$ cat src/rtl/ram8.sv
`default_nettype none
// ============================================================================
// Module   : ram8 (with helper modules dmux8way and mux8way16)
// Brief    : 8-word x 16-bit register file. Writes happen on the rising clock
//            edge and are steered by a 1-to-8 load demux. Reads go through
//            mux8way16 and are purely combinational.
// Revision : 1.0 - initial release
// ============================================================================

// ----------------------------------------------------------------------------
// dmux8way : routes a single-bit input to one of eight outputs selected by sel.
// When the input is low, every output is low, regardless of sel.
// ----------------------------------------------------------------------------
module dmux8way (
    input  logic       in,
    input  logic [2:0] sel,
    output logic [7:0] out
);

    // Each output is the input gated by a compare against its own index.
    // An unknown sel cannot raise an output while the input is low.
    genvar gi;
    generate
        for (gi = 0; gi < 8; gi = gi + 1) begin : g_dec
            localparam logic [2:0] c_IDX = 3'(gi);
            assign out[gi] = in & (sel == c_IDX);
        end
    endgenerate

endmodule

// ----------------------------------------------------------------------------
// mux8way16 : selects one of eight 16-bit inputs (a..h) by sel (0..7).
// ----------------------------------------------------------------------------
module mux8way16 (
    input  logic [15:0] a,
    input  logic [15:0] b,
    input  logic [15:0] c,
    input  logic [15:0] d,
    input  logic [15:0] e,
    input  logic [15:0] f,
    input  logic [15:0] g,
    input  logic [15:0] h,
    input  logic [2:0]  sel,
    output logic [15:0] out
);

    // Plain 8:1 select. The default arm keeps the output defined when sel is
    // unknown in simulation.
    always_comb begin
        out = a;
        case (sel)
            3'd0:    out = a;
            3'd1:    out = b;
            3'd2:    out = c;
            3'd3:    out = d;
            3'd4:    out = e;
            3'd5:    out = f;
            3'd6:    out = g;
            3'd7:    out = h;
            default: out = a;
        endcase
    end

endmodule

// ----------------------------------------------------------------------------
// ram8 : top level. Eight independent 16-bit words. The read path has no
// write-through bypass: during a write cycle, out shows the old word until
// the edge.
// ----------------------------------------------------------------------------
module ram8 (
    input  logic        clk,
    input  logic        reset,
    input  logic [15:0] in,
    input  logic        load,
    input  logic [2:0]  address,
    output logic [15:0] out
);

    localparam int          c_DEPTH = 8;
    localparam logic [15:0] c_ZERO  = 16'h0000;

    logic [7:0]  load_vec;
    logic [15:0] word_q [c_DEPTH];
    logic [15:0] word_d [c_DEPTH];

    // Per-word write enables: at most one is high, and none when load is low.
    dmux8way u_load_demux (
        .in  (load),
        .sel (address),
        .out (load_vec)
    );

    // Next-state for each word: hold, take the write data, or clear on reset.
    // Reset is applied last so that it overrides a simultaneous write.
    always_comb begin
        for (int i = 0; i < c_DEPTH; i++) begin
            word_d[i] = word_q[i];
            if (load_vec[i]) begin
                word_d[i] = in;
            end
            if (reset) begin
                word_d[i] = c_ZERO;
            end
        end
    end

    // Storage registers. The only edge-sensitive state in the block.
    always_ff @(posedge clk) begin
        for (int i = 0; i < c_DEPTH; i++) begin
            word_q[i] <= word_d[i];
        end
    end

    // Combinational read of the addressed word.
    mux8way16 u_read_mux (
        .a   (word_q[0]),
        .b   (word_q[1]),
        .c   (word_q[2]),
        .d   (word_q[3]),
        .e   (word_q[4]),
        .f   (word_q[5]),
        .g   (word_q[6]),
        .h   (word_q[7]),
        .sel (address),
        .out (out)
    );

endmodule
`default_nettype wire

$ cat config.mk
export PLATFORM = sky130hd
export DESIGN_NAME = ram8
export DESIGN_NICKNAME = d
export VERILOG_FILES = /design/src/rtl/ram8.sv
export SDC_FILE = /design/constraint.sdc
export NUM_CORES = 1
export LEC_CHECK = 0
export ABC_AREA = 1
export CORE_MARGIN = 2
export CORE_UTILIZATION = 54
export CTS_BUF_LIST = sky130_fd_sc_hd__clkbuf_8 sky130_fd_sc_hd__clkbuf_16
export DETAILED_ROUTE_END_ITERATION = 10
export PLACE_DENSITY = 0.82
export SETUP_SLACK_MARGIN = 0.5
export SYNTH_ARGS = -nofsm -noshare
export SYNTH_HDL_FRONTEND = slang
export SYNTH_HIERARCHICAL = 1
export SYNTH_SLANG_ARGS = --single-unit
$ cat constraint.sdc
create_clock -name clk -period 0.9 [get_ports clk]
set_clock_uncertainty 0.05 [all_clocks]
set_input_delay 0.09 -clock clk [delete_from_list [all_inputs] [get_ports clk]]
set_output_delay 0.09 -clock clk [all_outputs]
set_load 0.01 [all_outputs]
==> summary.md, run 1 <==
| Metric | Value |
|---|---|
| Post-synthesis net count | 1,009 |
| Placed Cells | 1,172 |
| I/O pin count | 38 |
| Multiplexer share of the synthesized area | 0 |
| CTS root buf | clkbuf_16 |
| Simple-gate share of the synthesized area | 0.4900 |
| PortBufs | 37 |
| GR repair worst EP | out[6] |
| Cts bufs inserted | 17 |
| Status | did not finish |
| Largest family of logic cells by synthesized area | simple AND/OR/NAND/NOR gates |
| Total GRT Usage | 0.7340 |
| Exit stage | global routing (5_1_grt) |
| Post-synthesis sequential area ratio | 0.3984 |
| Initial Util | 0.5586 |
| CTS Hold Bufs | 0 |
| #FFs+latches synth | 128 |
| Height of the chip | 113.1 um |
| Synth Instances | 987 |
| Sink Count | 128 |
| Synth Area in XOR/XNOR | 0 |
| Stop err | [ERROR GRT-0232] Routing congestion too high. Check the congestion heatmap in the GUI. |
| Post-Place Setup Slack | -0.9438 ns |
| Worst EP kind | output port |
| Die extent in x | 113.1 um |
| Hpwl dp | 11.70 mm |
| Post-Place Cell Area | 7555 um^2 |
| Clock buffer depth | 2 |
| GR Overflow Total | 5 |
| Post-synthesis average cell area | 6.517 um^2 |
| GP Congestion | 0.8217 |
| Synthesis warning total | 6 |
| Post-synth top area share | 0.3984 |
| Compound-cell area share of the yosys netlist | 0 |
| Largest net degree at the start of global routing | 30 |
| Adder-cell area share of the yosys netlist | 0 |
| Synth area leader | dfxtp_1 |
| Netlist cell types | 17 |
| Synth area leaders | dfxtp_1 (40%), nand2_1 (19%), nor2_1 (17%) |
| Post-Syn Area | 6432 um^2 |
| Standard-cell rows | 39 |
| CTS H-tree depth | 4 |
## synthesized netlist by cell type
cell type and count:
buf_1 1, buf_12 11, buf_2 35, buf_4 7
buf_6 10, clkbuf_1 2, dfxtp_1 128, inv_1 37
inv_2 2, nand2_1 326, nand3_1 48, nand3_4 1
nand4_1 64, nor2_1 286, nor2_2 27, nor2_4 1
nor3_4 1
## per-layer routing
metal / GRT overflow / global-route usage
met5: 0 / 0.2784
met3: 0 / 0.5876
met1: 0 / 0.7455
met4: 2 / 0.6732
met2: 3 / 0.9058
## what timing repair did
item | in CTS
setup buffers | 43
pin swaps | 92
gates resized for setup | 234
gates cloned | 18
endpoints found under the setup margin | 144
## logic make-up after synthesis
logic type / count (synthesis)
simple gates: 754
buf+inv: 105
flops: 128
## per-stage QoR
step / hold slack (ns) / TNS (ns)
after global placement: 0.3981 / -105.70
after CTS: 0.3337 / -24.15
after detailed placement: 0.4088 / -108.88
after floorplan: 0.3177 / -0.3111
==> inputs of run 2 (changes only) <==
CORE_UTILIZATION = 40   (was 54)
CTS_BUF_LIST = unset   (was sky130_fd_sc_hd__clkbuf_8 sky130_fd_sc_hd__clkbuf_16)
PLACE_DENSITY = unset   (was 0.82)
PLACE_DENSITY_LB_ADDON = 0.15   (was unset)
SETUP_SLACK_MARGIN = unset   (was 0.5)
clock period = 1.17 ns   (was 0.9 ns; I/O delays follow)
==> run 2 against run 1 <==
The flow now finishes, with violations (setup timing). Area after synthesis did not move. Synthesized cell count did not move.
==> summary.md, run 2 <==
| Metric | Value |
|---|---|
| Netlist cell types | 17 |
| Crit share post-route | 1.262 |
| Regs by FF count | word_q x128 |
| CP required | 1.00 ns |
| Detail Route Antenna Nets | 0 |
| Async S/R FF share, synth | 0 |
| #FFs+latches synth | 128 |
| Synth cell count leaders | nand2_1 (326), nor2_1 (286), dfxtp_1 (128) |
| DRC violations left | 0 |
| CTS root buf | clkbuf_16 |
| Hpwl dp | 12.54 mm |
| Clock buffer depth | 2 |
| Crit Path Category | flop to output port |
| Max_slew headroom | 0.7780 |
| WHS | 0.3409 ns |
| Largest register by flop count | word_q |
| Synth area leaders | dfxtp_1 (40%), nand2_1 (19%), nor2_1 (17%) |
| Via count | 6,299 |
| Height of the chip | 130.8 um |
| Status | finished, violations left |
| Post-route minimum period | 1.477 ns |
| Critical path launch point type | flop |
| Post-synthesis net count | 1,009 |
| Critical path capture point type | output port |
| Clock slew at reported path FFs | 0.05 ns |
| Post-synthesis sequential area ratio | 0.3984 |
| CTS H-tree depth | 4 |
| Final hold vios | 0 |
| Number of global-route vias before repair | 5,627 |
| Count leader, synth | nand2_1 |
| CTS Hold Bufs | 0 |
| Post-Place Cell Area | 7188 um^2 |
| CTS tree | built |
| PortBufs | 37 |
| Measured slew at the worst slew-check pin | 0.3327 ns |
| Setup WS post-layout | -0.3068 ns |
| Power density over the cells | 1437 nW/um^2 |
| Post-Syn Area | 6432 um^2 |
| Post-synthesis average cell area | 6.517 um^2 |
| CP max FO | 2 |
| Final Slew Violations | 0 |
| Die area | 17,110 um^2 |
| Most used flip-flop cell after synthesis | dfxtp_1 |
| Hold Crit Class | input port to flop |
| GR Overflow Total | 0 |
| Core area | 15,830 um^2 |
| Unrepaired setup endpoints after global routing | yes |
| Diode count | 0 |
| Failing checks | setup timing |
| Commonest cells after routing, fill and taps aside | nand2_1 (322), nor2_1 (264), dfxtp_1 (87), nand4_1 (64), nor2_2 (44) |
| EDFF count, synth | 0 |
| Sink Count | 128 |
| Max reg flops | 128 |
| Synthesis warning total | 6 |
| Final nets | 1,065 |
| Synth Instances | 987 |
| Die extent in x | 130.8 um |
| Most common library cell in the layout ignoring fill and taps | nand2_1 |
| Initial antenna violation count | 0 |
| GP Congestion | 0.8870 |
| Final Power | 11.59 mW |
| Routed WL | 19.97 mm |
| Setup violations, final | 16 |
| Total GRT Usage | 0.2301 |
| Pre-antenna DRT Iters | 5 |
| Iteration-0 DRC count of the detailed router | 587 |
| Pleak | 3.579 nW |
| Worst Path Arrival | 1.31 ns |
| Cts bufs inserted | 17 |
| I/O pin count | 38 |
| Fin Setup TNS | -3.883 ns |
| Fmax | 677.2 MHz |
| Post-synth top area share | 0.3984 |
| Synth area leader | dfxtp_1 |
| First-pass GRT wire length | 29.99 mm |
| Worst-case vdd ir drop | 1202 uV |
| Standard-cell rows | 46 |
| Skew-Pair Late Insertion Delay | 0.42 ns |
| Filler cells | 1,591 |
| Fraction of layout cells with a size suffix above 1 | 0.2114 |
| Initial Util | 0.4064 |
| Largest net degree at the start of global routing | 42 |
| Avg WL per Cell | 15.71 um |
| Max_cap viols | 0 |
| Design Area, Final | 8064 um^2 |
| Vias per inst | 4.956 |
| Area added between synthesis and finish | 25.36% |
-- run 2: cell counts after synthesis --
No cell type changed its count.
-- run 2: what timing repair did --
item,4_1_cts,5_1_grt
pin swaps,34,27
resized for setup,104,50
setup endpoints to repair,17,123
buffers inserted,0,3
gates cloned,0,4
-- run 2: path summary, 6_finish.rpt --
kind,from,endpoint,slack [ns],cells after the start
setup / recovery,word_q[1][25],out[9],-0.31,5
hold / removal,load,word_q[0][57],0.34,6
setup reg to reg,word_q[0][44],word_q[0][44],0.32,3
hold reg to reg,word_q[0][55],word_q[0][55],0.42,2
-- run 2: per-stage QoR --
step | util | std cells | setup WS, ns
2_1_floorplan | - | 987 | 0.07540
6_report | 0.5095 | 1271 | -0.3068
3_3_place_gp | 0.4542 | 1233 | -0.5715
5_1_grt | 0.5095 | 1271 | -0.3449
4_1_cts | 0.4953 | 1264 | -0.3279
3_5_place_dp | 0.4542 | 1233 | -0.5805
-- run 2: cell families (layout without fill, tap and decap cells) --
logic type,Yosys count,in the layout,share of synthesized area
and+or+nand+nor,754,754,0.4900
buffers and inverters,105,173,0.1117
DFF,128,128,0.3984
-- run 2: critical path, stage by stage (launching register included) --
cell and delay (ns):
dfxtp_2 0.32, nand4_1 0.08, nand2_1 0.08, nor2_1 0.11
nand3_1 0.13, buf_2 0.17
-- run 2: power by group --
group          total, mW  switching, mW  leakage [nW]  internal (mW)
Combinational       1.28          0.771          2.21          0.508
Sequential          4.62         0.0940          1.06           4.52
Clock               5.69           1.97         0.305           3.71
Total               11.6           2.84          3.58           8.75
-- run 2: area by class of cell --
class	instances	area [um^2]	share of cell area
Multi-Input combinational cell	754	3292	0.4082
Timing Repair Buffer	103	1111	0.1378
Tap cell	216	270.3	0.03351
Inverter	39	147.6	0.01831
Clock inverter	10	158.9	0.01971
Clock buffer	21	470.5	0.05834
Sequential cell	128	2614	0.3241
-- run 2: layer usage --
layer / vias to the layer above / global-route usage / wire [um]
li1: 3177 / - / -
met1: 2916 / 0.3171 / 9437
met2: 177 / 0.3634 / 9015
met3: 29 / 0.04438 / 1073
met4: 0 / 0.07572 / 442
met5: - / 0 / 0
Power figures use the tool's default switching activity.
